==> config.mk <==
export PLATFORM = sky130hd
export DESIGN_NAME = deser_rx
export DESIGN_NICKNAME = d
export VERILOG_FILES = /design/src/rtl/deser_rx.sv
export SDC_FILE = /design/constraint.sdc
export NUM_CORES = 1
export LEC_CHECK = 0
export ABC_CLOCK_PERIOD_IN_PS = 2800
export BUFFER_PORTS_ARGS = -buffer_cell sky130_fd_sc_hd__clkbuf_2
export CAP_MARGIN = 30
export CORE_ASPECT_RATIO = 0.6
export CORE_MARGIN = 2
export CORE_UTILIZATION = 46
export CTS_CLUSTER_SIZE = 24
export DETAILED_ROUTE_END_ITERATION = 12
export PLACE_DENSITY = 0.66
export SETUP_SLACK_MARGIN = 0.4
export SLEW_MARGIN = 5
export SYNTH_ARGS = -nofsm -noshare
export SYNTH_HDL_FRONTEND = slang
export SYNTH_SLANG_ARGS = --single-unit
==> constraint.sdc <==
create_clock -name CK -period 2.8 [get_ports CK]
set_input_delay 0.42 -clock CK [delete_from_list [all_inputs] [get_ports CK]]
set_output_delay 0.42 -clock CK [all_outputs]
set_load 0.1 [all_outputs]
==> src/rtl/deser_rx.sv <==
// Serial frame receiver: start bit, WIDTH data bits LSB-first, stop bit.
// Two-flop input synchronizer feeding a four-state framing FSM.
module deser_rx #(
    parameter int WIDTH = 8
) (
    input  logic             CK,
    input  logic             RST_N,
    input  logic             D,
    output logic [WIDTH-1:0] Q,
    output logic             VALID,
    output logic             FERR,
    output logic             BUSY
);

    localparam int CW = $clog2(WIDTH + 1);

    typedef enum logic [1:0] {
        S_IDLE,
        S_DATA,
        S_STOP,
        S_BRK
    } state_t;

    state_t         state;
    state_t         nstate;
    logic           s1;
    logic           s2;
    logic [CW-1:0]  cnt;
    logic [WIDTH-1:0] sr;
    logic           clr;
    logic           shift;
    logic           load;
    logic           ferr_set;

    // Synchronize the serial line; idle level is 1.
    always_ff @(posedge CK or negedge RST_N) begin
        if (!RST_N) begin
            s1 <= 1'b1;
            s2 <= 1'b1;
        end else begin
            s1 <= D;
            s2 <= s1;
        end
    end

    // FSM state register.
    always_ff @(posedge CK or negedge RST_N) begin
        if (!RST_N) begin
            state <= S_IDLE;
        end else begin
            state <= nstate;
        end
    end

    // Next-state and datapath control decode.
    always_comb begin
        nstate   = state;
        clr      = 1'b0;
        shift    = 1'b0;
        load     = 1'b0;
        ferr_set = 1'b0;
        unique case (state)
            S_IDLE: begin
                if (!s2) begin
                    nstate = S_DATA;
                    clr    = 1'b1;
                end
            end
            S_DATA: begin
                shift = 1'b1;
                if (cnt == CW'(WIDTH - 1)) begin
                    nstate = S_STOP;
                end
            end
            S_STOP: begin
                if (s2) begin
                    load   = 1'b1;
                    nstate = S_IDLE;
                end else begin
                    ferr_set = 1'b1;
                    nstate   = S_BRK;
                end
            end
            S_BRK: begin
                if (s2) begin
                    nstate = S_IDLE;
                end
            end
            default: begin
                nstate = S_IDLE;
            end
        endcase
    end

    // Bit counter and LSB-first shift register.
    always_ff @(posedge CK or negedge RST_N) begin
        if (!RST_N) begin
            cnt <= '0;
            sr  <= '0;
        end else begin
            if (clr) begin
                cnt <= '0;
            end else if (shift) begin
                cnt <= cnt + CW'(1);
            end
            if (shift) begin
                sr <= {s2, sr[WIDTH-1:1]};
            end
        end
    end

    // Output word and one-cycle status pulses.
    always_ff @(posedge CK or negedge RST_N) begin
        if (!RST_N) begin
            Q     <= '0;
            VALID <= 1'b0;
            FERR  <= 1'b0;
        end else begin
            if (load) begin
                Q <= sr;
            end
            VALID <= load;
            FERR  <= ferr_set;
        end
    end

    assign BUSY = (state != S_IDLE);

endmodule

==> metrics.cfg <==
[timing]
final_hold_viol_count=0
fmax_mhz=536
relSlewSlack=0.579
setup_viol=0
rsz0062_at_grt=false
setup_tns_ns=0
finalCritPeriodShare=0.666
slew_violations=0
fin_worst_skew_ns=0.00414
finalCriticalPeriod_ns=1.86
worst_pin_slew_ns=0.632

[floorplan]
io_pins=14
die_y_um=40.7
start_util=0.481
die_area_mm2=0.00265
core_mm2=0.00215
die_w_um=65.2
row_count=13

[yosys]
syn_area_mm2=0.00103
syn_nets=71
synth-edff-count=0
netlist_instances=67
synth_ff_type=dfrtp_1
ys_seq_area_frac=0.633
ys_types=23
synthArstFlopShare=1.00
yosys_warnings=0
avgSynthCellArea_um2=15.4
ys_ff_latch=26

[clock_network]
path_clk_slew_ns=0.09
cts_tree=built
postCtsSetupRepairBufs=0
clockBufferDepth=2
cts.sinks=26
clock_latency_ns=0.27
holdBufCountCts=0
htree_levels=1
numCtsBuffers=3
ctsResizeCount=0
root_buffer=clkbuf_8

[detailed_routing]
viasPerCell=5.04
drtAntennaViolNets=0
drtIter0Drc=17
wl_per_cell_um=14.8
firstDrtPassIters=4
num_vias=570
routed_wl_um=1680
drc=0

[critical_path]
critPathMaxFanout=8
arrival_ns=1.44
worstPathRequired_ns=2.38
max_stage_delay_ns=0.48
slowest_stage=dfrtp_1
cp_cell_sequence=or2_2 > clkbuf_2
crit_type=reg -> out
start_kind=flop
end_kind=output pin
rr_worst_depth=3

[layout]
nFillCells=184
seqCellArea_um2=653
syn_to_final_growth_pct=14.2
design_area_mm2=0.00118
multi_input_area_um2=360
drive_above_1_share=0.494
n_antenna_cell=0
nets=88

[placement]
place_congestion=0.793
place_area_mm2=0.00112
dpl.hpwl_um=1230
portBuffers=13

[global_route]
grt_pass1_vias=538
overflow=0
grt_max_degree=27
grt_antenna_before_repair=0
grt_pass1_wl_um=2730
grtUsageTotal=0.150

[min_path]
hp-class=in -> async

[flow_run]
cap_violations=0

[outcome]
outcome=finished clean

layout make-up:
cell class,instances,share of cell area
clock buffer,4,0.0467
inverter,2,0.00637
multi-input combinational,38,0.306
sequential,26,0.554
tap,30,0.0318
timing repair buffer,13,0.0552
worst max-delay path, delay by kind of cell (launching register included):
family                 cells  cell delay [ns]
DFF                        1             0.48
buffers and inverters      1             0.37
and+or+nand+nor            1             0.32
cell families after synthesis:
| logic type | count (synthesis) | synth area share |
|---|---|---|
| flops | 26 | 0.633 |
| mux | 17 | 0.200 |
| simple gates | 12 | 0.0776 |
| compound gates | 8 | 0.0594 |
| buf+inv | 3 | 0.0182 |
| fa+ha+maj | 1 | 0.0121 |
flip-flops by register name, summed over array words and instances, names as in the netlist:
name	flops
s1	1
FERR	1
Q	8
sr	8
VALID	1
cnt	4
state	2
s2	1
cell usage in the layout, fill, tap and decap left out, drive strengths merged:
master	Yosys	layout
nand2b	1	1
a21oi	1	1
o21ai	3	3
o311ai	1	1
dfrtp	24	24
nor2	2	2
o31ai	1	1
or2	2	2
mux2	17	17
nand2	2	2
ha	1	1
nor2b	1	1
or2b	1	1
nor3	1	1
inv	2	2
nand3	2	2
o2bb2ai	1	1
a22o	1	1
dfstp	2	2
clkbuf	0	17
per-layer routing:
| layer | wire, µm | global-route usage | share of wire | vias up |
|---|---|---|---|---|
| li1 | - | - | - | 267 |
| met1 | 795 | 0.185 | 0.47 | 279 |
| met2 | 757 | 0.242 | 0.45 | 20 |
| met3 | 101 | 0.0687 | 0.060 | 4 |
| met4 | 23 | 0.0521 | 0.014 | 0 |
| met5 | 0 | 0 | 0 | - |
path summary, 6_finish.rpt:
kind                                      start                 end  slack, ns
max reg2reg                        s2$_DFF_PN1_    Q[5]$_DFFE_PN0P_       1.42
min                                       RST_N  cnt[2]$_DFFE_PN0P_       0.15
min reg2reg                        s1$_DFF_PN1_        s2$_DFF_PN1_       0.36
max in group asynchronous                 RST_N   sr[4]$_DFFE_PN0N_       2.23
max                        state[1]$_DFFE_PN0P_                BUSY       0.94
min in group CK                               D        s1$_DFF_PN1_       0.23
metrics by stage:
| step | util | std cells | setup slack, ns | hold slack (ns) |
|---|---|---|---|---|
| floorplan | - | 67 | 1.41 | 0.124 |
| detailed placement | 0.523 | 109 | 1.25 | 0.349 |
| CTS | 0.549 | 113 | 0.936 | 0.178 |
| global route | 0.549 | 113 | 0.881 | 0.193 |
| global placement | 0.523 | 109 | 1.26 | 0.346 |
| finish | 0.549 | 113 | 0.936 | 0.153 |
cells in the mapped netlist, types with 2 or more instances:
library cell  instances  area [µm²]
nand3_1               2        10.0
o21ai_0               3        15.0
nor2_1                2        7.51
dfrtp_1              24         601
inv_1                 2        7.51
mux2_4                4        60.1
dfstp_2               2        52.6
mux2_2               13         146
Power is left out: the tool's default activity adds up to more than one toggle a clock period on the data nets, which glitch-free logic cannot reach.
